**src/rtl/buffer_loader.sv**
```systemverilog
// buffer_loader: parses framed host load commands from a byte stream into
// tag-addressed command-buffer writes.
module buffer_loader #(
  parameter int MEM_DEPTH     = 8,
  parameter int DATA_WIDTH    = 16,
  parameter int BUFFER_LENGTH = MEM_DEPTH + 5
) (
  input  logic                     clk,
  input  logic                     reset,
  input  logic [7:0]               rx_data,
  input  logic                     rx_valid,
  output logic                     rx_ready,
  input  logic                     buffer_full,
  output logic                     buffer_write_enable,
  output logic [BUFFER_LENGTH-1:0] buffer_write_addr,
  output logic [DATA_WIDTH-1:0]    buffer_write_data,
  output logic                     busy,
  output logic                     frame_error
);
  localparam int BYTES = DATA_WIDTH / 8;
  typedef enum logic [2:0] {HDR, ADDR_LO, ADDR_HI, CNT_LO, CNT_HI, DATA, WRITE} state_t;
  state_t                   r_state;
  logic [4:0]               r_tag;
  logic [7:0]               r_lo;
  logic [MEM_DEPTH-1:0]     r_offset;
  logic [15:0]              r_remaining;
  logic [DATA_WIDTH-1:0]    r_shift;
  logic [3:0]               r_byte_cnt;
  logic [BUFFER_LENGTH-1:0] r_addr;
  logic [DATA_WIDTH-1:0]    r_data;
  logic                     r_rx_ready;
  logic                     r_busy;
  logic                     r_frame_error;
  logic                     w_take;
  logic [15:0]              w_count;
  logic [DATA_WIDTH-1:0]    w_word;
  assign w_take  = rx_valid & r_rx_ready;
  assign w_count = {rx_data, r_lo};
  // little-endian assembly: each new byte enters at the top and slides down
  assign w_word  = (r_shift >> 8) | (DATA_WIDTH'(rx_data) << (DATA_WIDTH - 8));
  assign rx_ready            = r_rx_ready;
  assign busy                = r_busy;
  assign frame_error         = r_frame_error;
  assign buffer_write_addr   = r_addr;
  assign buffer_write_data   = r_data;
  assign buffer_write_enable = (r_state == WRITE) & ~buffer_full;
  always_ff @(posedge clk or posedge reset) begin
    if (reset) begin
      r_state       <= HDR;
      r_tag         <= '0;
      r_lo          <= '0;
      r_offset      <= '0;
      r_remaining   <= '0;
      r_shift       <= '0;
      r_byte_cnt    <= '0;
      r_addr        <= '0;
      r_data        <= '0;
      r_rx_ready    <= 1'b1;
      r_busy        <= 1'b0;
      r_frame_error <= 1'b0;
    end else begin
      r_frame_error <= 1'b0;
      case (r_state)
        HDR: if (w_take) begin
          if (rx_data[7:5] == 3'b101 && rx_data[4:0] != 5'd0) begin
            r_tag   <= rx_data[4:0];
            r_busy  <= 1'b1;
            r_state <= ADDR_LO;
          end else r_frame_error <= 1'b1;
        end
        ADDR_LO: if (w_take) begin
          r_lo    <= rx_data;
          r_state <= ADDR_HI;
        end
        ADDR_HI: if (w_take) begin
          r_offset <= MEM_DEPTH'({rx_data, r_lo});
          r_state  <= CNT_LO;
        end
        CNT_LO: if (w_take) begin
          r_lo    <= rx_data;
          r_state <= CNT_HI;
        end
        CNT_HI: if (w_take) begin
          r_remaining <= w_count;
          r_byte_cnt  <= '0;
          r_busy      <= w_count != 16'd0;
          r_state     <= (w_count == 16'd0) ? HDR : DATA;
        end
        DATA: if (w_take) begin
          r_shift    <= w_word;
          r_byte_cnt <= r_byte_cnt + 4'd1;
          if (r_byte_cnt == 4'(BYTES - 1)) begin
            r_byte_cnt <= '0;
            r_addr     <= {r_tag, r_offset};
            r_data     <= w_word;
            r_rx_ready <= 1'b0;
            r_state    <= WRITE;
          end
        end
        WRITE: if (!buffer_full) begin
          r_offset    <= r_offset + 1'b1;
          r_remaining <= r_remaining - 16'd1;
          r_rx_ready  <= 1'b1;
          r_busy      <= r_remaining != 16'd1;
          r_state     <= (r_remaining == 16'd1) ? HDR : DATA;
        end
        default: r_state <= HDR;
      endcase
    end
  end
endmodule

```
**config.mk**
```make
export PLATFORM = sky130hd
export DESIGN_NAME = buffer_loader
export DESIGN_NICKNAME = d
export VERILOG_FILES = /design/src/rtl/buffer_loader.sv
export SDC_FILE = /design/constraint.sdc
export NUM_CORES = 1
export LEC_CHECK = 0
export CORE_MARGIN = 3
export CORE_UTILIZATION = 60
export CTS_CLUSTER_SIZE = 25
export DETAILED_ROUTE_END_ITERATION = 12
export GPL_TIMING_DRIVEN = 1
export PLACE_DENSITY = 0.89
export SETUP_SLACK_MARGIN = 0.15
export SYNTH_ARGS = -nofsm -noshare
export SYNTH_HDL_FRONTEND = slang
export SYNTH_SLANG_ARGS = --single-unit
```
**constraint.sdc**
```tcl
create_clock -name clk -period 5.5 [get_ports clk]
set_clock_uncertainty 0.05 [all_clocks]
set_input_delay 0.55 -clock clk [delete_from_list [all_inputs] [get_ports clk]]
set_output_delay 0.55 -clock clk [all_outputs]
set_load 0.01 [all_outputs]
```
Word level (Yosys, flattened, before mapping)
Index checks and enable logic that the tools add are counted.
W data, S select, Z words.
Operators by class
  mux-type cells: 34
  reduce and logical (&&, ||, !) cells: 21
  order comparisons: 0
  $add $sub $neg: 3
  div/mod/pow operators: 0
  shifts and indexed selects: 0
  eq/ne operators: 19
  multipliers: 0
  bitwise logic cells: 4
Operators by type and width (count)
  $mux W3: 11
  $mux W16: 2
  $pmux W16 S2: 1
  $pmux W3 S7: 1
  $ne A2 B2 Y1 const B: 9
  $eq A16 B1 Y1 const B: 1
  $logic_not A16 Y1: 1
  $mux W8: 2
  $ne A16 B1 Y1 const B: 1
  $or A8 B16 Y16: 1
  $pmux W8 S2: 1
  $reduce_bool A16 Y1: 1
  $sub A16 B1 Y16 const B: 1
  $reduce_and A3 Y1: 5
  $eq A3 B3 Y1 const B: 4
  $mux W4: 3
  $mux W1: 10
  $reduce_and A9 Y1: 1
  $add A8 B1 Y8 const B: 1
  $pmux W4 S2: 1
  $reduce_bool A2 Y1: 4
  $eq A3 B2 Y1 const B: 2
  $reduce_and A5 Y1: 1
  $reduce_bool A5 Y1: 1
  13 further kinds: 15
Word-level totals
  output and inout bits: 33
  memories kept: 0
  bits in latches: 0
  input bits: 12
  bits in registers: 92
  word-level logic and storage cells: 93
  RAM bits: 0
  memory bits (read-only): 0

Logic depth before layout (Yosys ltp)
Gate-level depths: netlist (run 1).
  depth in word-level cells: 5
  depth in mapped cells: 7
  depth with buffers taken out: 7

Least setup slack after synthesis (run 1)
No wires, ideal clock.
  path type: reg-to-reg
  start point: register r_remaining[0]
  end point: register r_remaining[12]
  library setup time: 0.079 ns
  clock period less this slack: 2.179 ns
  data arrival time: 2.049 ns
  buffers on the path: 0
  data required time: 5.371 ns
  setup slack: 3.321 ns
  cell stages (with the launch flop): 8
  cells stage by stage: dfrtp_1 > inv_1 > ha_1 > nor3b_1 > or3b_4 > or4_4 > a21oi_2 > a2bb2oi_1
Between the ends
  word-level cells in the longest chain between the ends: 3
Ends and longest elaborated chain
  start: declaration: RTL line 26  | logic [15:0] r_remaining;
  start signal: assignment: RTL line 84  | r_remaining <= w_count;
  start signal: assignment: RTL line 102  | r_remaining <= r_remaining - 16'd1;
  $sub A16 B1 Y16: RTL line 102
  $mux W16: RTL line 100  | WRITE: if (!buffer_full) begin
  $pmux W16 S2: RTL line 63  | case (r_state)
Every way passes these cells. The select of a mux whose other input is x is not followed.
A chain may end at the register's enable or synchronous reset.

Worst setup path after layout (run 1)
  start point: register r_state[1]
  end point: output buffer_write_enable
Between the ends
  word-level cells in the longest chain between the ends: 2
Ends and longest elaborated chain
  start: declaration: RTL line 22  | state_t r_state;
  start signal: assignment: RTL line 87  | r_state <= (w_count == 16'd0) ? HDR : DATA;
  start signal: assignment: RTL line 105  | r_state <= (r_remaining == 16'd1) ? HDR : DATA;
  $eq A3 B3 Y1: RTL line 46  | assign buffer_write_enable = (r_state == WRITE) & ~buffer_full;
  $and A1 B1 Y1: RTL line 46
  end: declaration: RTL line 14  | output logic buffer_write_enable,
Every way passes these cells.

==> flow_metrics.tcl, run 1 <==
set metrics [dict create \
    ioPinCount 45 \
    hold_violations 0 \
    vias_per_cell 6.37 \
    irDropWorstVdd_mv 0.348 \
    cts_tree "yes" \
    grt_pass1_wl_um 15300 \
    synth_area_mm2 0.00397 \
    cts_buffers 9 \
    pwr-share-clk 0.159 \
    drc 0 \
    syn_nets 384 \
    hp-class "reg -> reg" \
    min_period_over_period 0.599 \
    fp-row-count 29 \
    die_area_mm2 0.00763 \
    grt_max_degree 85 \
    cts.sinks 84 \
    multi_input_area_mm2 0.00176 \
    ys.flop_type "dfrtp_1" \
    rsz0062_at_grt "false" \
    layout_min_cycle_time_ns 3.29 \
    clk_pin_slew_ns 0.09 \
    final_common_cell "dfrtp_1" \
    n_fill_cell 443 \
    seq_area_frac_synth 0.530 \
    dr.first_iter.drc_count 466 \
    start_util 0.621 \
    pre_cts_ws_ns 2.50 \
    p_sw_frac 0.381 \
    power_density_mw_per_mm2 559 \
    p_comb_frac 0.391 \
    num_vias 3130 \
    grt-ovfl-total 0 \
    setup_violations 0 \
    io_buffers 44 \
    ctsLongestPathBuffers 2 \
    tightest_slew_ns 1.30 \
    p_int_w 0.00161 \
    track_usage 0.262 \
    fin_ws_ns 2.21 \
    synth_edf_count 0 \
    area_delta_synth_final_pct 17.2 \
    required_ns 4.90 \
    critical_path_class "reg -> out" \
    final_cell_mix "83 x dfrtp_1, 49 x mux2_2, 44 x clkdlybuf4s50_1" \
    crit_path_max_incr_delay_ns 0.65 \
    fin_nets 426 \
    status "complete, no violations" \
    hold_buffers 0 \
    regArea_mm2 0.00210 \
    crit_path_start_kind "flip-flop" \
    crit_slowest_cell "dfrtp_1" \
    place_congestion 0.839 \
    synth_top_area_frac 0.523 \
    startpoint "r_state[1]" \
    clock.fmax_ghz 0.304 \
    crit_fanout 27 \
    routed_wl_um 9330 \
    ys_types 51 \
    htree_levels 3 \
    ys_async_sr_fraction 1.00 \
    end_kind "primary output" \
    yosys-top-cells-area "dfrtp_1 52%, mux2_2 14%, o21ai_0 3.4%" \
    ctsResizeCount 0 \
    leakagePower_nw 1.97 \
    worstSkewPairLatency_ns 0.37 \
    reg2reg_from "r_state[2]" \
    hpwl_um 5980 \
    ys_warn_count 0 \
    grt_pass1_vias 3045 \
    ant_nets 0 \
    dr.pass1.iters 6 \
    worstPathCellList "nor2b_1 -> nand2_1 -> nor2_1 -> clkdlybuf4s50_1" \
    yosysTopAreaCell "dfrtp_1" \
    finalNonFillerCells 491 \
    seqPwrFrac 0.450 \
    holdCritStartpoint "buffer_write_addr[1]" \
    power.switching_w 0.000990 \
    dp_cells 475 \
    clockRootBuffer "clkbuf_8" \
    antenna_found_initial 0 \
    final_util 0.728 \
    die_h_um 87.3 \
    core_mm2 0.00639 \
    syn_inst 367 \
    wl_per_cell_um 19.0 \
    syn_area_per_cell_um2 10.8 \
    ys_ff_latch 84 \
    die_w_um 87.3 \
    cp.arrival_ns 2.69 \
    antennaDiodeCount 0 \
    cap_violations 0 \
    finalMaxSlewViolations 0 \
    max_slew_margin 0.129 \
    finalSetupTns_ns 0 \
    final_layout_size_suffix_gt1_frac 0.193 \
    cts_setup_buffers 0 \
]
## cell families (layout without fill, tap and decap cells)
kind of cell             count (synthesis)  count (layout)  synth area share
adder cells (fa/ha/maj)                  5               5            0.0158
AND/OR/NAND/NOR                        108             108             0.139
XOR/XNOR                                 1               1           0.00221
flip-flops                              84              84             0.530
buffers and inverters                   28              75            0.0277
multiplexers                            49              49             0.139
AO/OA/AOI/OAI                           92              92             0.146
## layer usage
layer	share of wire	global-route usage	vias to the layer above
li1	-	-	1435
met1	0.43	0.366	1531
met2	0.49	0.413	135
met3	0.058	0.0407	29
met4	0.023	0.0990	0
met5	0	0	-
## worst max-delay path, delay by kind of cell (launching register included)
kind                   cells  cell delay [ns]
and+or+nand+nor            3             1.10
DFF                        1             0.65
buffers and inverters      1             0.58
## Yosys cell counts, drive strengths merged (2+ instances only)
| library cell | instances |
|---|---|
| a22oi | 3 |
| o21a | 4 |
| nor4 | 6 |
| ha | 5 |
| nand3 | 8 |
| a2bb2oi | 6 |
| o32ai | 2 |
| nor2 | 22 |
| a21oi | 25 |
| clkbuf | 12 |
| nand2 | 32 |
| or3b | 2 |
| or3 | 3 |
| nor3b | 2 |
| mux2 | 49 |
| nand4 | 3 |
| nand2b | 3 |
| nor3 | 7 |
| a31oi | 4 |
| nor2b | 4 |
| and3 | 5 |
| and2 | 2 |
| inv | 11 |
| o22ai | 8 |
| or4 | 5 |
| o21ai | 27 |
| dfrtp | 83 |
| buf | 5 |
| o211ai | 2 |
## state kept, by name, indices dropped and copies added (netlist names)
register / count
buffer_write_data: 16
r_remaining: 16
buffer_write_addr: 13
r_lo: 8
r_offset: 8
r_shift: 8
r_tag: 5
r_byte_cnt: 4
r_state: 3
busy: 1
frame_error: 1
rx_ready: 1
## worst paths after layout
path                                    endpoint  slack [ns]  cells past startpoint
setup / recovery             buffer_write_enable        2.21                      4
min in group asynchronous   buffer_write_data[7]        0.77                      3
max in group asynchronous         r_remaining[4]        3.95                      3
setup reg to reg           buffer_write_data[10]        2.86                      5
hold / removal              buffer_write_addr[1]        0.46                      1
hold reg to reg             buffer_write_addr[1]        0.46                      1
## final cells by class
| cell class | instances | area share |
|---|---|---|
| clock inverter | 7 | 0.0126 |
| multi-input combinational | 255 | 0.377 |
| tap | 77 | 0.0207 |
| clock buffer | 9 | 0.0266 |
| inverter | 11 | 0.00915 |
| sequential | 84 | 0.452 |
| timing repair buffer | 48 | 0.101 |
## per-stage QoR
stage,hold slack (ns),total power (W),area (um2)
3_3_place_gp,0.434,0.00210,4470
2_1_floorplan,0.421,0.00175,3970
5_1_grt,0.467,0.00277,4650
4_1_cts,0.462,0.00259,4650
3_5_place_dp,0.441,0.00217,4470
6_report,0.461,0.00260,4650
## power by group through the flow
stage               sequential (W)  combinational (W)  clock, W
floorplan                  0.00113           0.000624         0
global placement           0.00114           0.000960         0
detailed placement         0.00116            0.00100         0
CTS                        0.00116            0.00102  0.000414
global route               0.00121            0.00112  0.000445
finish                     0.00117            0.00102  0.000413
Note: power is estimated with default switching activity, not from simulation.
==> inputs of run 2 (changes only) <==
CORE_UTILIZATION = 56   (was 60)
PLACE_DENSITY = 0.85   (was 0.89)
clock period = 3.05 ns   (was 5.5 ns; I/O delays follow)
==> run 2 against run 1 <==
  * Critical endpoint is now r_remaining[12]
  * Hold slack worse by 0.21 ns
  * Sequential cell count is the same
  * Wire length shrank 3.4%
  * Register-to-register slack lost 2.3 ns
  * Largest power group unchanged
==> flow_metrics.tcl, run 2 (same netlist as run 1, synthesis figures left out) <==
set metrics [dict create \
    status "complete, no violations" \
    required_ns 3.29 \
    cts_buffers 9 \
    min_period_over_period 0.814 \
    finalMaxSlewViolations 0 \
    ant_nets 0 \
    drc 0 \
    dr.pass1.iters 5 \
    crit_fanout 6 \
    cts.sinks 84 \
    final_common_cell "dfrtp_1" \
    dr.first_iter.drc_count 331 \
    crit_path_start_kind "flip-flop" \
    irDropWorstVdd_mv 0.574 \
    hold_violations 0 \
    fin_nets 429 \
    grt_pass1_vias 3005 \
    fp-row-count 30 \
    rr_worst_depth 7 \
    worstSkewPairLatency_ns 0.37 \
    place_congestion 0.869 \
    io_buffers 44 \
    clk_pin_slew_ns 0.10 \
    critical_path_class "reg -> reg" \
    layout_min_cycle_time_ns 2.48 \
    final_cell_mix "83 x dfrtp_1, 49 x mux2_2, 44 x clkdlybuf4s50_1" \
    end_kind "flip-flop" \
    multi_input_area_mm2 0.00176 \
    routed_wl_um 9010 \
    tightest_slew_ns 0.788 \
    vias_per_cell 6.09 \
    cts_setup_buffers 0 \
    cap_violations 0 \
    power_density_mw_per_mm2 1010 \
    die_h_um 90.2 \
    reg2reg_from "r_remaining[0]" \
    n_fill_cell 502 \
    die_w_um 90.2 \
    regArea_mm2 0.00210 \
    final_layout_size_suffix_gt1_frac 0.199 \
    htree_levels 3 \
    cts_tree "yes" \
    clockRootBuffer "clkbuf_8" \
    cp.arrival_ns 2.72 \
    ctsResizeCount 0 \
    track_usage 0.232 \
    setup_violations 0 \
    rr_endpoint "r_remaining[12]" \
    core_mm2 0.00683 \
    finalNonFillerCells 513 \
    wl_per_cell_um 17.6 \
    clock.fmax_ghz 0.403 \
    antenna_found_initial 0 \
    ioPinCount 45 \
    rsz0062_at_grt "false" \
    finalSetupTns_ns 0 \
    area_delta_synth_final_pct 19.2 \
    power_w 0.00477 \
    hold_buffers 0 \
    start_util 0.581 \
    ctsLongestPathBuffers 2 \
    hp-class "in -> async" \
    grt_pass1_wl_um 15200 \
    grt_max_degree 53 \
    die_area_mm2 0.00813 \
    hpwl_um 6160 \
    grt-ovfl-total 0 \
    antennaDiodeCount 0 \
    max_slew_margin 0.471 \
    reg2reg_setup_slack_ns 0.57 \
    dp_cells 497 \
    num_vias 3123 \
    leakagePower_nw 2.00 \
]
==> run 2: cell count changes in the layout (fill, tap and decap cells not counted) <==
cell | previous run | this run
clkinv_4 | 3 | 1
inv_6 | 1 | 2
bufinv_16 | 0 | 1
buf_12 | 0 | 1
buf_4 | 4 | 6
==> run 2: metal layers <==
layer / wire length (um) / vias to the layer above / track usage
li1: - / 1432 / -
met5: 0 / - / 0
met1: 4080 / 1549 / 0.329
met4: 117 / 0 / 0.0612
met2: 4310 / 126 / 0.369
met3: 496 / 16 / 0.0427
==> run 2: worst max-delay path, stage by stage (launching register included) <==
cell       delay (ns)
dfrtp_1          0.44
inv_1            0.08
ha_1             0.18
nor3b_1          0.43
or3b_4           0.47
or4_4            0.45
a21oi_2          0.16
a2bb2oi_1        0.16
==> run 2: worst max-delay path by stage <==
stage	from	to	slack (ns)	cells after the start
final	r_remaining[0]	r_remaining[12]	0.57	7
after global routing	r_remaining[0]	r_remaining[12]	0.45	7
after CTS	r_remaining[0]	r_remaining[12]	0.59	7
after detailed placement	rx_data[3]	r_state[0]	0.51	6
after global placement	rx_data[3]	r_tag[2]	0.58	5
after floorplan	reset	buffer_write_addr[0]	0.53	1
==> run 2: final cells by class <==
type | count | area share
Inverter | 11 | 0.00899
Tap cell | 96 | 0.0254
Clock buffer | 9 | 0.0262
Multi-Input combinational cell | 255 | 0.371
Clock inverter | 7 | 0.0169
Timing Repair Buffer | 51 | 0.107
Sequential cell | 84 | 0.445
==> run 2: power breakdown <==
group | internal [W] | switching (W)
registers | 0.00162 | 0.000477
logic | 0.000986 | 0.000857
clock network | 0.000390 | 0.000438
==> run 2: through the flow <==
stage | hold slack (ns) | worst slack, ns | utilization | instance area, um2
after floorplan | 0.309 | 0.532 | - | 3970
after global placement | 0.433 | 0.578 | 0.663 | 4530
after detailed placement | 0.441 | 0.506 | 0.663 | 4530
after CTS | 0.271 | 0.594 | 0.692 | 4730
after global routing | 0.325 | 0.451 | 0.692 | 4730
final | 0.251 | 0.566 | 0.692 | 4730
